`src/rtl/switch_event_scheduler.sv`:
```
// -----------------------------------------------------------------------------
// switch_event_scheduler
//
// Takes the debounced switch levels and turns them into one ordered stream of
// press events. Each switch contributes an event when it is first pressed, and
// further auto-repeat events while it stays held. A switch can have at most one
// pending event. Pending events go to a single consumer through a round-robin
// arbiter and a valid/ready output register.
//
// Ports
//   i_Clk          system clock, all logic on the rising edge
//   i_Reset        synchronous, active-high reset
//   i_Switches     debounced switch levels, 1 = pressed
//   i_Event_Ready  consumer accepts the presented event this cycle
//   o_Event_Valid  an event is being presented
//   o_Event_Id     switch index of the presented event
//   o_Event_Repeat 0 = initial press, 1 = auto-repeat
//   o_Pending      per-switch pending flags (status)
//   o_Overrun      sticky per-switch flag: an event was merged into a pending one
// -----------------------------------------------------------------------------
module switch_event_scheduler #(
    parameter int NUM_SW       = 4,
    parameter int REPEAT_DELAY = 12_500_000,
    parameter int REPEAT_RATE  = 2_500_000,
    parameter int CNT_W        = 24
) (
    input  logic                      i_Clk,
    input  logic                      i_Reset,
    input  logic [NUM_SW-1:0]         i_Switches,
    input  logic                      i_Event_Ready,
    output logic                      o_Event_Valid,
    output logic [$clog2(NUM_SW)-1:0] o_Event_Id,
    output logic                      o_Event_Repeat,
    output logic [NUM_SW-1:0]         o_Pending,
    output logic [NUM_SW-1:0]         o_Overrun
);

    localparam int ID_W = $clog2(NUM_SW);

    logic [NUM_SW-1:0] prev_reg;
    logic [NUM_SW-1:0] press;
    logic [NUM_SW-1:0] rep_fire;
    logic [NUM_SW-1:0] event_hit;

    logic [NUM_SW-1:0] pending_reg;
    logic [NUM_SW-1:0] rep_reg;
    logic [NUM_SW-1:0] overrun_reg;

    logic              valid_reg;
    logic [ID_W-1:0]   id_reg;
    logic              rep_out_reg;
    logic [ID_W-1:0]   last_reg;

    logic              load;
    logic              grant_found;
    logic [ID_W-1:0]   grant_idx;

    // Wrap base+off into 0..NUM_SW-1 (off never exceeds NUM_SW, so a single
    // subtraction is enough and non-power-of-two NUM_SW still works).
    function automatic logic [ID_W-1:0] wrap_idx(input logic [ID_W-1:0] base, input int off);
        int s;
        s = int'(base) + off;
        if (s >= NUM_SW) begin
            s = s - NUM_SW;
        end
        return ID_W'(s);
    endfunction

    // -------------------------------------------------------------------------
    // Edge detect. prev_reg follows the inputs during reset too, so a switch
    // that is already held when reset releases does not look like a new press.
    // -------------------------------------------------------------------------
    always_ff @(posedge i_Clk) begin
        if (i_Reset) begin
            prev_reg <= i_Switches;
        end else begin
            prev_reg <= i_Switches;
        end
    end

    assign press     = i_Switches & ~prev_reg;
    assign event_hit = press | rep_fire;

    // -------------------------------------------------------------------------
    // Per-switch hold counter and repeat phase. The counter runs only on held
    // cycles that are not the press itself; when it reaches the limit for the
    // current phase a repeat fires and the counter starts over.
    // -------------------------------------------------------------------------
    generate
        for (genvar gi = 0; gi < NUM_SW; gi++) begin : g_hold
            logic [CNT_W-1:0] cnt_reg;
            logic             phase_reg;
            logic             at_limit;

            assign at_limit = phase_reg ? (cnt_reg == CNT_W'(REPEAT_RATE - 1))
                                        : (cnt_reg == CNT_W'(REPEAT_DELAY - 1));

            // Held and not a fresh press: only then can a repeat fire, which
            // keeps press and repeat mutually exclusive.
            assign rep_fire[gi] = i_Switches[gi] & prev_reg[gi] & at_limit;

            always_ff @(posedge i_Clk) begin
                if (i_Reset) begin
                    cnt_reg   <= '0;
                    phase_reg <= 1'b0;
                end else if (!i_Switches[gi] || press[gi]) begin
                    cnt_reg   <= '0;
                    phase_reg <= 1'b0;
                end else if (at_limit) begin
                    cnt_reg   <= '0;
                    phase_reg <= 1'b1;
                end else begin
                    cnt_reg   <= cnt_reg + 1'b1;
                end
            end
        end
    endgenerate

    // -------------------------------------------------------------------------
    // Round-robin arbiter: first pending index after the last granted one.
    // -------------------------------------------------------------------------
    always_comb begin
        grant_found = 1'b0;
        grant_idx   = '0;
        for (int k = 1; k <= NUM_SW; k++) begin
            if (!grant_found && pending_reg[wrap_idx(last_reg, k)]) begin
                grant_found = 1'b1;
                grant_idx   = wrap_idx(last_reg, k);
            end
        end
    end

    // The output register can take a new event when it is empty or when its
    // current event is being accepted this cycle (back-to-back transfers).
    assign load = (!valid_reg || i_Event_Ready) && grant_found;

    // -------------------------------------------------------------------------
    // Pending flags, event kinds, overrun flags and output register.
    // -------------------------------------------------------------------------
    always_ff @(posedge i_Clk) begin
        if (i_Reset) begin
            pending_reg <= '0;
            rep_reg     <= '0;
            overrun_reg <= '0;
            valid_reg   <= 1'b0;
            id_reg      <= '0;
            rep_out_reg <= 1'b0;
            last_reg    <= ID_W'(NUM_SW - 1);
        end else begin
            if (load) begin
                valid_reg   <= 1'b1;
                id_reg      <= grant_idx;
                rep_out_reg <= rep_reg[grant_idx];
                last_reg    <= grant_idx;
            end else if (i_Event_Ready) begin
                valid_reg   <= 1'b0;
            end

            for (int i = 0; i < NUM_SW; i++) begin
                if (event_hit[i]) begin
                    // A new event beats the clear from a same-cycle grant,
                    // and is only an overrun if the old one is not leaving now.
                    pending_reg[i] <= 1'b1;
                    rep_reg[i]     <= rep_fire[i];
                    if (pending_reg[i] && !(load && grant_idx == ID_W'(i))) begin
                        overrun_reg[i] <= 1'b1;
                    end
                end else if (load && grant_idx == ID_W'(i)) begin
                    pending_reg[i] <= 1'b0;
                end
            end
        end
    end

    assign o_Event_Valid  = valid_reg;
    assign o_Event_Id     = id_reg;
    assign o_Event_Repeat = rep_out_reg;
    assign o_Pending      = pending_reg;
    assign o_Overrun      = overrun_reg;

endmodule

```
`config.mk`:
```
export PLATFORM = sky130hd
export DESIGN_NAME = switch_event_scheduler
export DESIGN_NICKNAME = d
export VERILOG_FILES = /design/src/rtl/switch_event_scheduler.sv
export SDC_FILE = /design/constraint.sdc
export NUM_CORES = 1
export LEC_CHECK = 0
export CORE_MARGIN = 5
export CORE_UTILIZATION = 42
export CTS_BUF_LIST = sky130_fd_sc_hd__clkbuf_8
export CTS_CLUSTER_DIAMETER = 40
export CTS_CLUSTER_SIZE = 16
export DETAILED_ROUTE_END_ITERATION = 8
export PLACE_DENSITY_LB_ADDON = 0.3
export REMOVE_ABC_BUFFERS = 1
export SLEW_MARGIN = 20
export SYNTH_ARGS = -nofsm -noshare
export SYNTH_HDL_FRONTEND = slang
export SYNTH_SLANG_ARGS = --single-unit
```
`constraint.sdc`:
```
create_clock -name i_Clk -period 4.8 [get_ports i_Clk]
set_input_delay 0.96 -clock i_Clk [delete_from_list [all_inputs] [get_ports i_Clk]]
set_output_delay 0.96 -clock i_Clk [all_outputs]
set_load 0.01 [all_outputs]
```
Word-level counts from Yosys, hierarchy flattened. Cells that the tools add are included.

$add $sub $neg: 12. Order comparisons: 9. Equality and inequality tests: 11. Muxes and demuxes: 36. Bitwise gates (word level): 11. Reduce and logical (&&, ||, !) cells: 47.

Operators by type and width (count): $add 24x1->24 const B (4); $eq 24x22->1 const B (4); $eq 24x24->1 const B (4); $mux 1 (23); $mux 2 (8); $lt 2x3->1 const B (5); $logic_and 1x1->1 (12); $logic_not 1->1 (12); $reduce_or 3->1 (4); $bmux 1 s2 (5); $reduce_bool 2->1 (5); $ge 3x3->1 const B (3); $and 1x1->1 (8); $reduce_and 2->1 (4); $reduce_or 2->1 (4); $sub 2x1->2 const B (4); $add 2x2->3 const B (2); $logic_or 1x1->1 (5); $add 2x3->4 const B (1); $and 4x4->4 (1); $eq 2x2->1 const B (2); $ge 4x3->1 const B (1); $not 4->4 (1); $or 4x4->4 (1); 3 further kinds (3).

Bits in registers: 122. Output and inout bits: 12. Logic and storage cells: 151.

Logic depth before layout (Yosys ltp). Gate-level depths: netlist of the first run.

Word-level depth: 20. Depth in mapped cells: 9.

Worst setup path after synthesis of the first run. Ideal clock, no wire load.

Path kind: flip-flop to flip-flop. From: reg g_hold[3].cnt_reg[0]. To: reg g_hold[3].cnt_reg[15]. Library setup time: 0.117 ns. Arrival time: 1.840 ns. Setup slack: 2.843 ns. Cell stages (with the launch flop): 9. Path buffers: 2. Clock period less this slack: 1.957 ns. Path through: dfxtp_1 > ha_1 > and4_1 > nand3_1 > a2111oi_2 > or2_2 > buf_2 > buf_2 > nor2_1.

Cells in the longest elaborated chain, start to end: 3. Elaborated cells between the ends (all ways): 5. Classes of those cells: add/sub (1); eq/ne (2); mux (1); reduce/logical (1).

RTL lines: start, declared (RTL line 91) `logic [CNT_W-1:0] cnt_reg;`; start signal, assigned (RTL line 113) `cnt_reg <= cnt_reg + 1'b1;`; parallel branches: the longest is 3 deep, another holds $add 24x1->24.

Several ways; the timed one is not identified. A chain may end at the register's enable or synchronous reset.

Worst setup path after layout of the first run.
From: in i_Reset. To: reg g_hold[2].cnt_reg[10].

Cells in the longest elaborated chain, start to end: 1.

RTL lines: start, declared (RTL line 28) `input logic i_Reset,`; $reduce_or 3->1 (no source line); end signal, assigned (RTL line 113); end, declared (RTL line 91).

Every way passes these cells.

==> out/results.ini, run 1 <==
[clocking]
ctsResizeCount = 0
cts-htree-levels = 4
root_buffer = clkbuf_8
cts.path.max_buffers = 2
numCtsBuffers = 17
insertion_delay_ns = 0.43
post_cts_buffers = 0
clock_sinks = 122
path_clk_slew_ns = 0.06
cts_tree = yes
cts_hold_buffers = 0

[min_path]
hp-start = g_hold[2].cnt_reg[0]
min_path_cells = 1
hold_class = reg -> reg
hold_end = g_hold[2].cnt_reg[0]

[pwr]
leakagePower_nw = 1.919
ir_drop_mv = 0.1717
powerDensity_mw_per_mm2 = 328.4

[cells_and_area]
n_fill_cell = 1234
diodes = 0
syn2layout_area_growth_pct = 12.54
regArea_mm2 = 0.002442
multi_input_area_mm2 = 0.002851
drive_above_1_share_pct = 5.979
largest_reg_flops = 96
nNetsFinal = 667

[die]
io_pins = 19
dieArea_mm2 = 0.01548
fp-row-count = 41
initial_core_util_pct = 43.22
core_area_mm2 = 0.01272
die_h_um = 124.4
die-width_um = 124.4

[worst_setup_path]
worstReg2RegEnd = g_hold[2].cnt_reg[10]
max_stage_delay_ns = 1.00
crit_start = i_Reset
regToRegSetupSlack_ns = 2.29
start_kind = input pin
ff2ff_path_depth = 5
crit_family = simple AND/OR/NAND/NOR gates
cp_data_required_time_ns = 5.08
cp_slowest_cell = clkdlybuf4s50_1
end_kind = register
arrival_ns = 2.98
path_cells = clkdlybuf4s50_1 > nor2b_1 > nand2_1 > or2_1 > nor2_1
critPathMaxFanout = 24
crit_type = in -> reg
critical_path_buf_inv_count = 1
r2r_start = g_hold[2].cnt_reg[19]

[placement]
place_ws_ns = 1.661
gp_congestion = 0.8243
dp_hpwl_mm = 7.455
port_buffers = 18

[timing]
max_freq_mhz = 370.3
slew_headroom_pct = 45.13
rsz0062_at_grt = no
finalCritPeriodShare_pct = 56.26
tightest_slew_ns = 0.8205
finClkSkew_ns = 0.01001
tns_ns = 0
period_minus_slack_ns = 2.700
setup_ws_ns = 2.100
setup_viol = 0
slew_violations = 0
hold_viol = 0

[logic_synthesis]
synth.most_common_cell = nor2_1
synth-seq-cells = 122
synth_edf_count = 0
synth-compound-area-share_pct = 5.688
syn_inst = 639
synthAdderAreaFrac_pct = 0.9101
ys_types = 49
netlist_area_mm2 = 0.005499
yosys_most_used_dff = dfxtp_1
synthTopCellsByCount = nor2_1 (132), dfxtp_1 (122), xnor2_1 (48)
async_reset_ff_share_pct = 0
yosys_warnings = 0
synthSimpleGateAreaFrac_pct = 30.49
synth_area_per_cell_um2 = 8.606
synthMuxAreaShare_pct = 0.3641
synth_top_family_by_area = simple AND/OR/NAND/NOR gates
yosysTopAreaCell = dfxtp_1
synth.area.top_cells = dfxtp_1 (44%), nor2_1 (9.0%), xnor2_1 (7.6%), xor2_1 (6.5%), nand3_1 (3.2%)
synth_top_cell_area_share_pct = 44.41
ys_seq_area_share_pct = 44.41
synth-xor-area-share_pct = 14.18

[detailed_routing]
dr.pass1.iters = 4
drc = 0
detailedRoute.firstIterationViolations = 303
via_count = 4295
wl_mm = 10.65
routed_via_density = 5.107
drtAntennaViolNets = 0
wl_per_cell_um = 12.66

[global_route]
grt_max_degree = 25
antenna_found_initial = 0
use_met2_pct = 22.65
met1_usage_pct = 18.54
grt_pass1_wl_mm = 18.98
first_global_vias = 4191
track_usage_pct = 14.39
overflow = 0
met3_usage_pct = 3.816
gr-max-usage-layer = met2

[flow_run]
drv_cap = 0

[outcome]
status = complete, no violations

[worst max-delay path by stage]
stage	end	slack, ns	cells past startpoint
finish	g_hold[2].cnt_reg[10]	2.10	5
global route	g_hold[2].cnt_reg[20]	1.92	5
CTS	g_hold[2].cnt_reg[10]	2.14	5
detailed placement	g_hold[2].cnt_reg[10]	1.66	5
global placement	g_hold[2].cnt_reg[3]	1.76	5
floorplan	g_hold[2].cnt_reg[10]	2.68	5
[per-stage QoR]
step / hold slack [ns] / utilization (%) / instances / instance area (um2) / total power, mW
3_3_place_gp: 0.4222 / 45.42 / 809 / 5778 / 1.148
3_5_place_dp: 0.4357 / 45.42 / 809 / 5778 / 1.151
5_1_grt: 0.4771 / 48.64 / 841 / 6188 / 2.122
6_report: 0.4449 / 48.64 / 841 / 6188 / 2.032
2_1_floorplan: 0.4130 / - / 619 / 5383 / 1.110
4_1_cts: 0.4482 / 48.54 / 841 / 6176 / 2.060
[kinds of logic (layout without fill, tap and decap cells)]
logic type | after synthesis | after routing
muxes | 2 | 2
AOI/OAI and AO/OA | 43 | 43
buffers and inverters | 47 | 77
DFF | 122 | 122
xor gates and xnor gates | 89 | 89
and+or+nand+nor | 332 | 332
adders and majority gates | 4 | 4
[routing by layer]
metal | vias to the layer above | wire length [um]
met5 | - | 0
met4 | 0 | 96
met3 | 8 | 387
met2 | 56 | 4872
met1 | 2013 | 5293
li1 | 2218 | -
[power breakdown]
group          internal [mW]  switching (mW)
combinational         0.0376          0.0498
sequential              1.03          0.0142
clock                  0.527           0.377
total                   1.59           0.441
[layout make-up]
type                       count  share of cell area, %
multi-input combinational    470                  46.08
sequential                   122                  39.47
clock buffer                  19                  4.226
tap                          172                  3.478
timing repair buffer          18                  2.911
clock inverter                13                  2.204
inverter                      27                  1.638
[layout by cell type, fill, tap and decap left out, types with 4 or more instances in the layout]
cell type and instances:
nand2b_1 5, o21ai_0 11, inv_1 32, nand3_1 35, nand4_1 26, nor2b_1 6
a21oi_1 13, nor4_1 10, and2_1 6, or2_2 4, nand4b_1 5, and4_1 9
xor2_1 41, nor2_1 132, a211oi_1 6, clkbuf_8 19, xnor2_1 48, ha_1 4
and3_1 8, nor3_1 17, nor4b_1 5, dfxtp_1 122, clkdlybuf4s50_1 18, nand2_1 41
clkinv_2 4
Note: power is estimated with default switching activity, not from simulation.
==> run 2: changes to the inputs <==
clock period = 2.8 ns   (was 4.8 ns; I/O delays follow)
==> run 2 against run 1 <==
- sequential share of layout area down 0.24 points
- die area unchanged
- non-clock buffer count up 4
- setup slack worse by 1.5 ns
- critical path depth up 1
- sequential power up 72%
- final area up 0.61%
- combinational power up 73%
- clock skew about the same
- critical path type is now reg -> reg
- critical endpoint is now g_hold[3].cnt_reg[19]
- largest power group unchanged
- highest routed layer unchanged
==> out/results.ini, run 2 (synthesis gave the netlist of run 1 again) <==
[outcome]
status = complete, no violations

[die]
dieArea_mm2 = 0.01548
die_h_um = 124.4
io_pins = 19
initial_core_util_pct = 43.22
core_area_mm2 = 0.01272
die-width_um = 124.4
fp-row-count = 41

[detailed_routing]
detailedRoute.firstIterationViolations = 310
via_count = 4331
drc = 0
wl_mm = 10.81
dr.pass1.iters = 4
wl_per_cell_um = 12.80
routed_via_density = 5.132
drtAntennaViolNets = 0

[worst_setup_path]
cp_data_required_time_ns = 3.11
crit_start = g_hold[3].cnt_reg[0]
start_kind = register
regToRegSetupSlack_ns = 0.58
worstReg2RegEnd = g_hold[3].cnt_reg[19]
ff2ff_path_depth = 6
crit_type = reg -> reg
cp-endpoint = g_hold[3].cnt_reg[19]
critPathMaxFanout = 23
r2r_start = g_hold[3].cnt_reg[0]
arrival_ns = 2.53
end_kind = register

[min_path]
hp-start = g_hold[2].cnt_reg[0]
hold_class = reg -> reg

[global_route]
overflow = 0
grt_pass1_wl_mm = 18.73
grt_max_degree = 25
track_usage_pct = 14.42
first_global_vias = 4136
antenna_found_initial = 0

[cells_and_area]
largest_reg_flops = 96
regArea_mm2 = 0.002442
mostFrequentLayoutCells = nor2_1 (132), dfxtp_1 (122), xnor2_1 (48)
nNetsFinal = 671
drive_above_1_share_pct = 6.399
final_common_cell = nor2_1
fin_util_pct = 48.94
syn2layout_area_growth_pct = 13.22
n_fill_cell = 1222
multi_input_area_mm2 = 0.002839
diodes = 0

[pwr]
p_int_mw = 2.819
power_frac_comb_pct = 4.2
ir_drop_mv = 0.4014
leakagePower_nw = 1.947
p_switching_mw = 0.7626
seqPwrFrac_pct = 49.8
pwr-share-clk_pct = 45.9
powerDensity_mw_per_mm2 = 575.3
switching_share_pct = 21.29

[timing]
slew_violations = 0
tightest_slew_ns = 0.6414
rsz0062_at_grt = no
tns_ns = 0
max_freq_mhz = 450.6
finClkSkew_ns = 0.009564
finalCritPeriodShare_pct = 79.26
period_minus_slack_ns = 2.219
hold_viol = 0
setup_viol = 0
slew_headroom_pct = 56.95

[clocking]
path_clk_slew_ns = 0.06
cts_tree = yes
ctsResizeCount = 0
post_cts_buffers = 0
cts_hold_buffers = 0
clock_sinks = 122
root_buffer = clkbuf_8
numCtsBuffers = 17
cts.path.max_buffers = 2
insertion_delay_ns = 0.44
cts-htree-levels = 4

[flow_run]
drv_cap = 0

[placement]
gp_congestion = 0.8564
port_buffers = 18
dp_hpwl_mm = 7.562

[run 2: per-layer routing]
metal,vias up,share of wire [%],wire [um],GRT usage (%)
met2,58,44,4794,21.60
met4,0,1.8,194,6.705
met3,14,4.1,441,4.760
met5,-,0,0,0
li1,2216,-,-,-
met1,2043,50,5375,18.76
[run 2: through the flow]
stage / std cells / cell area (um2) / setup WS, ns / hold slack, ns / total power, mW
2_1_floorplan: 619 / 5383 / 0.6835 / 0.4130 / 1.903
3_3_place_gp: 813 / 5808 / 0.6583 / 0.4228 / 1.971
6_report: 844 / 6226 / 0.5806 / 0.4575 / 3.582
5_1_grt: 844 / 6226 / 0.3285 / 0.4872 / 3.729
4_1_cts: 844 / 6226 / 0.5596 / 0.4647 / 3.625
3_5_place_dp: 813 / 5808 / 0.5774 / 0.4556 / 1.977
[run 2: final cells by class]
| type | instances | share of cell area [%] |
|---|---|---|
| clock buffer | 19 | 4.200 |
| sequential | 122 | 39.23 |
| clock inverter | 12 | 2.512 |
| inverter | 27 | 1.628 |
| tap | 172 | 3.457 |
| timing repair buffer | 22 | 3.376 |
| multi-input combinational | 470 | 45.60 |
[run 2: power groups by stage]
stage	combinational (mW)	sequential [mW]	clock (mW)
after detailed placement	0.153	1.82	0
after floorplan	0.0813	1.82	0
after global placement	0.149	1.82	0
final	0.151	1.79	1.65
after CTS	0.153	1.79	1.69
after global routing	0.170	1.79	1.77
[run 2: worst min path at each step]
stage | end | slack (ns) | cells after the start
after global placement | g_hold[2].cnt_reg[0] | 0.42 | 1
after global routing | g_hold[2].cnt_reg[0] | 0.49 | 1
after floorplan | g_hold[2].cnt_reg[0] | 0.41 | 1
final | g_hold[2].cnt_reg[0] | 0.46 | 1
after CTS | o_Event_Id[1] | 0.46 | 2
after detailed placement | g_hold[2].phase_reg | 0.46 | 2
[run 2: critical path: stages (launching register included)]
cell and delay (ns):
dfxtp_1 0.37, ha_1 0.22, and4_1 0.32, nand3_1 0.11, a2111oi_2 0.48, or2_2 0.48
nor2_1 0.10
==> run 3: changes to the inputs <==
clock period = 2.3 ns   (was 2.8 ns; I/O delays follow)
==> run 3 against run 2 <==
- count of clock-buffer cells in the layout is 1 higher
- combinational power is 29% higher
- critical path depth stayed put
- first-iteration DRC count is 4.2% lower
- die area stayed put
- register-to-register slack worse by 0.40 ns
- via count is 0.12% lower
- sequential power is 21% higher
- largest cell class unchanged
- largest power group unchanged
- highest routed layer unchanged
==> out/results.ini, run 3 (synthesis gave the netlist of run 1 again) <==
[clocking]
post_cts_buffers = 0
cts-htree-levels = 4
root_buffer = clkbuf_8
numCtsBuffers = 17
clock_sinks = 122
insertion_delay_ns = 0.43
cts_hold_buffers = 0
cts.path.max_buffers = 2
path_clk_slew_ns = 0.07
ctsResizeCount = 0
cts_tree = yes

[detailed_routing]
drtAntennaViolNets = 0
wl_mm = 10.74
via_count = 4326
drc = 0
wl_per_cell_um = 12.63
detailedRoute.firstIterationViolations = 297
routed_via_density = 5.089
dr.pass1.iters = 4

[global_route]
grt_pass1_wl_mm = 18.99
track_usage_pct = 14.48
first_global_vias = 4111
grt_max_degree = 25
overflow = 0
antenna_found_initial = 0

[cells_and_area]
diodes = 0
n_fill_cell = 1215
syn2layout_area_growth_pct = 13.72
largest_reg_flops = 96
mostFrequentLayoutCells = nor2_1 (132), dfxtp_1 (122), xnor2_1 (48)
final_common_cell = nor2_1
nNetsFinal = 676
fin_util_pct = 49.15
drive_above_1_share_pct = 7.080

[die]
die_h_um = 124.4
core_area_mm2 = 0.01272
io_pins = 19
initial_core_util_pct = 43.22
dieArea_mm2 = 0.01548
die-width_um = 124.4
fp-row-count = 41

[outcome]
status = complete, no violations

[placement]
dp_hpwl_mm = 7.532
gp_congestion = 0.8021
port_buffers = 18

[pwr]
seqPwrFrac_pct = 51.9
switching_share_pct = 22.29
p_switching_mw = 0.9327
pwr-share-clk_pct = 43.4
powerDensity_mw_per_mm2 = 669.1
leakagePower_nw = 1.969
power_frac_comb_pct = 4.7
ir_drop_mv = 0.4025
p_int_mw = 3.252

[worst_setup_path]
critPathMaxFanout = 23
crit_type = reg -> reg
start_kind = register
cp_data_required_time_ns = 2.60
arrival_ns = 2.42
end_kind = register

[timing]
max_freq_mhz = 472.4
setup_viol = 0
tightest_slew_ns = 0.4879
slew_violations = 0
finalCritPeriodShare_pct = 92.04
tns_ns = 0
slew_headroom_pct = 67.28
hold_viol = 0
rsz0062_at_grt = no
finClkSkew_ns = 0.007898
period_minus_slack_ns = 2.117

[flow_run]
drv_cap = 0

[min_path]
hold_class = reg -> reg

-- run 3: cell types whose count changed in the layout (fill, tap and decap cells not counted) --
| cell | before | now |
|---|---|---|
| bufinv_16 | 4 | 2 |
| clkbuf_8 | 19 | 20 |
| inv_1 | 30 | 31 |
| buf_4 | 4 | 7 |
| buf_12 | 0 | 2 |
| clkinvlp_4 | 0 | 1 |
-- run 3: power groups by stage --
stage / combinational, mW / clock [mW] / sequential (mW)
floorplan: 0.0989 / 0 / 2.22
global placement: 0.192 / 0 / 2.22
detailed placement: 0.195 / 0 / 2.22
CTS: 0.196 / 1.87 / 2.17
global route: 0.218 / 1.96 / 2.18
finish: 0.195 / 1.82 / 2.17
-- run 3: worst paths after layout --
check,endpoint,depth (start not counted),start,slack [ns]
max reg2reg,g_hold[3].cnt_reg[13],6,g_hold[3].cnt_reg[0],0.18
min,g_hold[2].cnt_reg[0],1,g_hold[2].cnt_reg[0],0.45
max,g_hold[3].cnt_reg[13],6,g_hold[3].cnt_reg[0],0.18
min reg2reg,g_hold[2].cnt_reg[0],1,g_hold[2].cnt_reg[0],0.45
-- run 3: through the flow --
stage,setup slack [ns],cell area [um2],cells,total power [mW],hold WS [ns]
floorplan,0.1835,5383,619,2.317,0.4130
global placement,0.2359,5871,818,2.408,0.4248
detailed placement,0.1721,5871,818,2.414,0.4483
CTS,0.1650,6254,850,4.236,0.4592
global route,0.02303,6254,850,4.353,0.4708
finish,0.1832,6254,850,4.184,0.4507
-- run 3: final cells by class --
cell class / count / area [um2] / area share, %
Inverter: 27 / 101.3 / 1.621
Clock buffer: 20 / 275.3 / 4.402
Timing Repair Buffer: 27 / 272.8 / 4.362
Multi-Input combinational cell: 470 / 2839 / 45.40
Sequential cell: 122 / 2442 / 39.06
Tap cell: 172 / 215.2 / 3.441
Clock inverter: 12 / 107.6 / 1.721
-- run 3: worst max-delay path, cell delays in order (launching register included) --
cell	delay (ns)
dfxtp_1	0.37
ha_1	0.22
and4_1	0.31
nand3_1	0.11
a2111oi_2	0.40
or2_2	0.46
nor2_1	0.10
-- run 3: per-layer routing --
metal	track usage (%)	vias to the layer above	part of all wire, %
met4	6.834	0	2.3
li1	-	2230	-
met5	0	-	0
met1	19.16	2017	51
met2	21.98	61	44
met3	3.816	18	3.2
